$ cat src/rtl/button_conditioner_pkg.sv
// Shared game constants: debounce defaults and the debounce counter type.
// Imported by the button conditioner and its debounce channels. The paddle
// and ball blocks use it as well.
package button_conditioner_pkg;

   // Number of consecutive differing frame samples needed to accept a new level.
   localparam int unsigned DEBOUNCE_FRAMES_DEFAULT = 3;

   // Width of the per-channel debounce counter. It covers DEBOUNCE_FRAMES up to 15.
   localparam int unsigned DEB_CNT_W = 4;

   typedef logic [DEB_CNT_W-1:0] deb_cnt_t;

endpackage

$ cat src/rtl/button_conditioner_debounce_channel.sv
// debounce_channel: one button channel. It contains a 2-flop synchronizer,
// a frame-rate debouncer with stable level S and counter C, and a rise strobe.
//   clk         : system/pixel clock, rising edge
//   nRst        : asynchronous active-low reset
//   frame_pulse : debounce sampling tick; one sample per clk while high
//   i_raw       : asynchronous raw pad, active-high
//   o_stable    : accepted (debounced) level S, registered
//   o_rise      : combinational strobe, high in the cycle that S will rise 0->1
module debounce_channel
   import button_conditioner_pkg::*;
#(
   parameter int unsigned DEBOUNCE_FRAMES = DEBOUNCE_FRAMES_DEFAULT
)(
   input  logic clk,
   input  logic nRst,
   input  logic frame_pulse,
   input  logic i_raw,
   output logic o_stable,
   output logic o_rise
);

   localparam deb_cnt_t LAST_CNT = deb_cnt_t'(DEBOUNCE_FRAMES - 1);

   logic     r_meta;
   logic     r_sync;
   logic     r_stable;
   deb_cnt_t r_cnt;

   logic     w_differ;
   logic     w_accept;

   assign w_differ = r_sync ^ r_stable;
   assign w_accept = frame_pulse & w_differ & (r_cnt == LAST_CNT);

   // The strobe is taken ahead of the S register so that a registered press in
   // the parent lines up with the cycle where S is first seen high.
   assign o_rise   = w_accept & r_sync;
   assign o_stable = r_stable;

   always_ff @(posedge clk or negedge nRst) begin
      if (!nRst) begin
         r_meta   <= 1'b0;
         r_sync   <= 1'b0;
         r_stable <= 1'b0;
         r_cnt    <= '0;
      end else begin
         r_meta <= i_raw;
         r_sync <= r_meta;
         if (frame_pulse) begin
            if (!w_differ) begin
               r_cnt <= '0;               // glitch rejected, count restarts
            end else if (w_accept) begin
               r_stable <= r_sync;
               r_cnt    <= '0;
            end else begin
               r_cnt <= r_cnt + 1'b1;
            end
         end
      end
   end

endmodule

$ cat src/rtl/button_conditioner.sv
// button_conditioner: debounces the left and right paddle buttons. The two
// directions are mutually exclusive. It also produces a one-clk press pulse
// (serve/launch) on any accepted press.
//   clk           : system/pixel clock, rising edge
//   nRst          : asynchronous active-low reset (release synchronous externally)
//   frame_pulse   : one-clk strobe per video frame, debounce sampling tick
//   btn_left_raw  : raw left pad, asynchronous, active-high
//   btn_right_raw : raw right pad, asynchronous, active-high
//   button_left   : debounced left command (low when both are accepted)
//   button_right  : debounced right command (low when both are accepted)
//   button_press  : one-clk pulse after any accepted 0->1 level
module button_conditioner
   import button_conditioner_pkg::*;
#(
   parameter int unsigned DEBOUNCE_FRAMES = DEBOUNCE_FRAMES_DEFAULT
)(
   input  logic clk,
   input  logic nRst,
   input  logic frame_pulse,
   input  logic btn_left_raw,
   input  logic btn_right_raw,
   output logic button_left,
   output logic button_right,
   output logic button_press
);

   logic w_stable_l;
   logic w_stable_r;
   logic w_rise_l;
   logic w_rise_r;
   logic r_press;

   debounce_channel #(
      .DEBOUNCE_FRAMES (DEBOUNCE_FRAMES)
   ) u_left (
      .clk         (clk),
      .nRst        (nRst),
      .frame_pulse (frame_pulse),
      .i_raw       (btn_left_raw),
      .o_stable    (w_stable_l),
      .o_rise      (w_rise_l)
   );

   debounce_channel #(
      .DEBOUNCE_FRAMES (DEBOUNCE_FRAMES)
   ) u_right (
      .clk         (clk),
      .nRst        (nRst),
      .frame_pulse (frame_pulse),
      .i_raw       (btn_right_raw),
      .o_stable    (w_stable_r),
      .o_rise      (w_rise_r)
   );

   // When both buttons are accepted, neither command is driven and the paddle holds.
   assign button_left  = w_stable_l & ~w_stable_r;
   assign button_right = w_stable_r & ~w_stable_l;

   // If both channels rise together, the OR merges them into a single pulse.
   always_ff @(posedge clk or negedge nRst) begin
      if (!nRst) begin
         r_press <= 1'b0;
      end else begin
         r_press <= w_rise_l | w_rise_r;
      end
   end

   assign button_press = r_press;

endmodule
$ cat config.mk
export PLATFORM = sky130hd
export DESIGN_NAME = button_conditioner
export DESIGN_NICKNAME = d
export VERILOG_FILES = /design/src/rtl/button_conditioner_pkg.sv /design/src/rtl/button_conditioner_debounce_channel.sv /design/src/rtl/button_conditioner.sv
export SDC_FILE = /design/constraint.sdc
export NUM_CORES = 1
export LEC_CHECK = 0
export CELL_PAD_IN_SITES_DETAIL_PLACEMENT = 1
export CELL_PAD_IN_SITES_GLOBAL_PLACEMENT = 1
export CORE_MARGIN = 2
export CORE_UTILIZATION = 37
export CTS_CLUSTER_DIAMETER = 30
export DETAILED_ROUTE_END_ITERATION = 10
export PLACE_DENSITY_LB_ADDON = 0.1
export SYNTH_ARGS = -nofsm -noshare
export SYNTH_HDL_FRONTEND = slang
export SYNTH_SLANG_ARGS = --single-unit
$ cat constraint.sdc
create_clock -name clk -period 1.4 [get_ports clk]
set_input_delay 0.14 -clock clk [delete_from_list [all_inputs] [get_ports clk]]
set_output_delay 0.14 -clock clk [all_outputs]
set_load 0.005 [all_outputs]
==> results_dict.tcl, run 1 <==
set metrics [dict create \
    grt_pass1_wl_mm 2.37 \
    ctsRootBufferMaster "clkbuf_4" \
    ys_seq_area_frac 0.529 \
    syn_area_um2 709 \
    grt_pass1_vias 524 \
    p_int_uw 1040 \
    startpoint "u_left.o_stable$_DFFE_PN0P_" \
    num_io_pins 8 \
    relSlewSlack 0.789 \
    clkLatencyLatePin_ps 280 \
    layout-drive-gt1-share 0.262 \
    ys_types 23 \
    overflow 0 \
    hp-class "input port to async pin" \
    cp.required_ps 1260 \
    regArea_um2 377 \
    vias 526 \
    cts_tree "yes" \
    arrival_ps 1160 \
    final_hold_viol_count 0 \
    path_class "register to output port" \
    achievable-frequency_ghz 0.768 \
    std_cell_rows 15 \
    cts_sinks 15 \
    syn_inst 62 \
    antenna_found_initial 0 \
    rsz0062_at_grt "no" \
    seqPwrFrac 0.395 \
    place_hpwl_mm 1.09 \
    firstDrtPassIters 1 \
    cp_max_fo 4 \
    clock_path_buffers 2 \
    r2r-start "u_right.o_stable$_DFFE_PN0P_" \
    drv_slew 0 \
    crit_path_end_kind "output port" \
    synth.largest_area_cell "dfrtp_1" \
    power_switching_uw 562 \
    finalPower_uw 1600 \
    drt-wirelength-per-cell_um 13.1 \
    drc 0 \
    power_density_nw_per_um2 1680 \
    initial_core_util 0.402 \
    synth-warning-count 0 \
    fp.dieH_um 47.8 \
    switching_share 0.350 \
    pwr-share-comb 0.446 \
    dieArea_um2 2280 \
    io_buffers 7 \
    totalWireLength_mm 1.43 \
    status "complete, no violations" \
    nets 94 \
    timing.final.crit_share 0.930 \
    power_frac_clock 0.159 \
    synth_nets 71 \
    synth_top_area_frac 0.529 \
    cts_hold_buf 0 \
    path_clk_slew_ps 100 \
    grt_usage 0.159 \
    cts_inserted_buffers 3 \
    ys_ff_latch 15 \
    h-tree-depth 1 \
    die_x_um 47.8 \
    grt_max_degree 16 \
    finClkSkew_ps 4.13 \
    period_needed_ps 1300 \
    core-area_um2 1760 \
    power_leakage_uw 0.000429 \
    place_area_um2 858 \
    avgSynthCellArea_um2 11.4 \
    ant_nets 0 \
    setup_viol 0 \
    fillers 199 \
    ir_drop_v 0.000773 \
    maxCapViolations 0 \
    crit_path_start_kind "register" \
    routed_via_density 4.83 \
    synth_area_leaders "dfrtp_1 (53%), ha_1 (7.1%), inv_1 (6.3%)" \
    final_area_um2 955 \
    worst_pin_slew_ps 316 \
    antenna_cells 0 \
    drt_iter0_markers 0 \
    place.gp.congestion 0.718 \
    multi_input_area_um2 315 \
    area_growth_pct 34.6 \
]
[stage by stage]
step | util | hold slack [ps] | std cells | TNS (ps) | setup WS, ps
2_1_floorplan | - | -156 | 62 | 0 | 58.2
4_1_cts | 0.516 | 172 | 106 | 0 | 23.4
5_1_grt | 0.541 | 184 | 109 | 0 | 24.9
6_report | 0.541 | 160 | 109 | 0 | 98.3
3_3_place_gp | 0.487 | 334 | 100 | 0 | 19.9
3_5_place_dp | 0.487 | 339 | 100 | -30.5 | -22.3
[cell families (layout without fill, tap and decap cells)]
family / after synthesis / count (layout) / synth area share
compound gates: 12 / 12 / 0.139
xor+xnor: 3 / 3 / 0.0476
flops: 15 / 15 / 0.529
fa+ha+maj: 4 / 4 / 0.0705
simple gates: 11 / 11 / 0.0829
buf+inv: 13 / 35 / 0.0705
mux: 4 / 4 / 0.0600
[metal layers]
metal  wire, um  GRT usage  vias up
met1        692      0.223      261
met4         41     0.0919        0
met5          0          0        -
li1           -          -      251
met2        651      0.219       10
met3         47     0.0453        4
[worst max-delay path: stages (launching register included)]
cell and delay [ps]:
dfrtp_1 390, buf_4 150, and2b_1 150, clkdlybuf4s15_1 190
[power by group through the flow]
stage                     Combinational, uW  Clock (uW)  Sequential, uW
final                                   716         256             633
after CTS                               618         263             641
after global routing                    804         285             648
after global placement                  525           0             666
after detailed placement                546           0             673
after floorplan                         327           0             646
[placed cells by master, fill, tap and decap left out]
cell type        Yosys  routed
a21boi_0             2       2
nor2_1               1       1
o31ai_2              1       1
clkdlybuf4s50_1      0       5
and2b_1              1       1
o311ai_4             0       1
o22ai_1              5       5
nand2_1              2       2
xor2_4               0       1
clkdlybuf4s15_1      0       1
nand2b_1             1       1
buf_4                0      12
mux2i_1              2       2
xor2_1               1       1
dfrtp_1             15      14
a31oi_1              1       1
o32ai_1              1       1
mux2_1               2       2
inv_1               12      12
xnor2_1              1       1
o311ai_2             1       1
clkbuf_4             0       3
nor2b_1              2       2
clkinv_2             0       1
ha_1                 4       3
ha_2                 0       1
dlygate4sd2_1        0       1
nand4_1              1       1
dfrtp_2              0       1
nand3_1              3       3
[layout make-up]
type	count	area share
clock buffers	3	0.0236
well taps	25	0.0328
repair buffers	19	0.166
inverters	12	0.0472
multi-input cells	34	0.330
flip-flops and latches	15	0.394
clock inverters	1	0.00524
[worst paths after layout]
check | end | slack, ps | cells after the start
worst max-delay path | button_left | 100 | 3
worst min-delay path | u_left.r_cnt[2]$_DFFE_PN0P_ | 160 | 2
worst max register to register | u_right.r_cnt[3]$_DFFE_PN0P_ | 110 | 4
worst min register to register | u_right.r_sync$_DFF_PN0_ | 360 | 0
max in group asynchronous | u_right.o_stable$_DFFE_PN0P_ | 1060 | 2
min in group clk | u_left.r_meta$_DFF_PN0_ | 290 | 1
[synth_stat cells]
cell type,n
o311ai_1,1
nor2_1,1
dfrtp_1,15
o32ai_1,1
nand3_1,3
a21boi_0,2
nand4_1,1
xnor2_1,1
a31oi_1,1
inv_1,12
nand2_1,2
o22ai_1,5
mux2i_1,2
o311ai_2,1
ha_1,4
mux2_1,2
nor2b_1,2
xor2_2,1
nand2b_1,1
o31ai_2,1
buf_2,1
and2b_1,1
xor2_1,1
[registers in the layout (all words and copies together), names as in the netlist]
signal,cells
button_press,1
u_right.r_cnt,4
u_right.r_sync,1
u_left.o_stable,1
u_right.o_stable,1
u_left.r_cnt,4
u_right.r_meta,1
u_left.r_meta,1
u_left.r_sync,1
[repair_timing]
item | 4_1_cts | 5_1_grt
endpoints found under the setup margin | 4 | 9
buffers inserted | 2 | 3
cloned | 0 | 0
resized for setup | 4 | 4
pin swaps | 0 | 3
(Power assumes the default switching activity.)
==> run 2: changes to the inputs <==
--- a/config.mk
+++ b/config.mk
@@ -12,6 +12,7 @@
 export CTS_CLUSTER_DIAMETER = 30
 export DETAILED_ROUTE_END_ITERATION = 10
 export PLACE_DENSITY_LB_ADDON = 0.1
+export SKIP_CTS_REPAIR_TIMING = 1
 export SYNTH_ARGS = -nofsm -noshare
 export SYNTH_HDL_FRONTEND = slang
 export SYNTH_SLANG_ARGS = --single-unit
==> run 2 against run 1 <==
Net effect: sequential share of layout area increased by 0.52 points; count of clock-buffer cells in the layout unchanged; first-iteration DRC count increased by 1; highest routed layer unchanged.
==> results_dict.tcl, run 2 (synthesis results as in run 1) <==
set metrics [dict create \
    status "complete, no violations" \
    path_buf_inv 1 \
    drt-wirelength-per-cell_um 13.3 \
    place.gp.congestion 0.718 \
    final_common_cell "dfrtp_1" \
    drv_slew 0 \
    die_x_um 47.8 \
    ant_nets 0 \
    place_hpwl_mm 1.09 \
    initial_core_util 0.402 \
    power_leakage_uw 0.000446 \
    cp_max_fo 4 \
    nets 93 \
    clock_path_buffers 2 \
    finClkSkew_ps 1.81 \
    final_hold_viol_count 0 \
    cts_inserted_buffers 3 \
    maxCapViolations 0 \
    ctsRootBufferMaster "clkbuf_4" \
    timing.final.crit_share 0.965 \
    fp.dieH_um 47.8 \
    worst_pin_slew_ps 320 \
    top_regs "u_left.r_cnt x4, u_right.r_cnt x4" \
    path_depth 4 \
    h-tree-depth 1 \
    dpl.cell_count 100 \
    final_util 0.534 \
    reg2regPathDepth 4 \
    crit_family "compound AO/OA/AOI/OAI gates" \
    achievable-frequency_ghz 0.740 \
    ir_drop_v 0.000751 \
    antenna_found_initial 0 \
    cts_tree "yes" \
    crit_path_end_kind "register" \
    grt_usage 0.154 \
    hp-class "input port to async pin" \
    drc 0 \
    num_io_pins 8 \
    area_growth_pct 32.8 \
    period_needed_ps 1350 \
    power_density_nw_per_um2 1660 \
    overflow 0 \
    p_int_uw 1020 \
    drt_iter0_markers 1 \
    fillers 198 \
    std_cell_rows 15 \
    setup-tns-final_ps 0 \
    place_area_um2 858 \
    dieArea_um2 2280 \
    routed_via_density 4.82 \
    setup_viol 0 \
    cp_slowest_stage_delay_ps 430 \
    cp.required_ps 1580 \
    final_area_um2 942 \
    power_switching_uw 545 \
    totalWireLength_mm 1.43 \
    final_cells 108 \
    firstDrtPassIters 4 \
    pwr-share-comb 0.432 \
    antenna_cells 0 \
    clkLatencyLatePin_ps 280 \
    grt_pass1_wl_mm 2.30 \
    cts_sinks 15 \
    arrival_ps 1540 \
    layout-drive-gt1-share 0.253 \
    power_frac_clock 0.158 \
    seqPwrFrac 0.410 \
    vias 521 \
    io_buffers 7 \
    layout_common_cells "dfrtp_1 (14), inv_1 (12), buf_4 (11)" \
    slowest_stage "dfrtp_2" \
    path_class "register to register" \
    core-area_um2 1760 \
    crit_path_start_kind "register" \
    grt_max_degree 16 \
    switching_share 0.348 \
    crit_chain "buf_4, xor2_2, o311ai_4, o31ai_2" \
    relSlewSlack 0.786 \
    path_clk_slew_ps 90 \
    grt_pass1_vias 523 \
]
-- run 2: worst paths after layout --
check	startpoint	end	slack [ps]
worst max-delay path	u_right.o_stable$_DFFE_PN0P_	u_right.r_cnt[3]$_DFFE_PN0P_	50
worst min-delay path	nRst	u_left.o_stable$_DFFE_PN0P_	170
worst max register to register	u_right.o_stable$_DFFE_PN0P_	u_right.r_cnt[3]$_DFFE_PN0P_	50
worst min register to register	u_right.r_meta$_DFF_PN0_	u_right.r_sync$_DFF_PN0_	360
max in group asynchronous	nRst	u_right.o_stable$_DFFE_PN0P_	1050
min in group clk	btn_left_raw	u_left.r_meta$_DFF_PN0_	290
-- run 2: stage by stage --
stage | hold slack, ps | total power, uW | worst slack, ps
6_report | 165 | 1570 | 48.7
5_1_grt | 188 | 1700 | -7.03
4_1_cts | 172 | 1480 | -205
3_5_place_dp | 339 | 1220 | -22.3
3_3_place_gp | 334 | 1190 | 19.9
2_1_floorplan | -156 | 973 | 58.2
-- run 2: layout make-up --
cell class              instances  area, um2  share of cell area
clock buffers                   3       22.5              0.0239
clock inverters                 1       5.00             0.00531
inverters                      12       45.0              0.0478
multi-input cells              34        304               0.323
flip-flops and latches         15        377               0.400
well taps                      25       31.3              0.0332
repair buffers                 18        158               0.167
-- run 2: worst reg2reg max path, delay by kind of cell, from the launching register on --
| kind | cells | cell delay, ps |
|---|---|---|
| xor+xnor | 1 | 230 |
| buf+inv | 1 | 160 |
| compound gates | 2 | 440 |
| flops | 1 | 430 |
-- run 2: power groups by stage --
stage | registers [uW] | logic (uW) | clock network, uW
3_5_place_dp | 673 | 546 | 0
4_1_cts | 664 | 548 | 263
3_3_place_gp | 666 | 525 | 0
6_report | 642 | 677 | 248
2_1_floorplan | 646 | 327 | 0
5_1_grt | 655 | 765 | 282
-- run 2: metal layers --
| layer | share of wire | vias to the layer above | track usage |
|---|---|---|---|
| met1 | 0.47 | 257 | 0.211 |
| met4 | 0.022 | 0 | 0.0865 |
| met3 | 0.033 | 4 | 0.0453 |
| li1 | - | 250 | - |
| met5 | 0 | - | 0 |
| met2 | 0.48 | 10 | 0.216 |
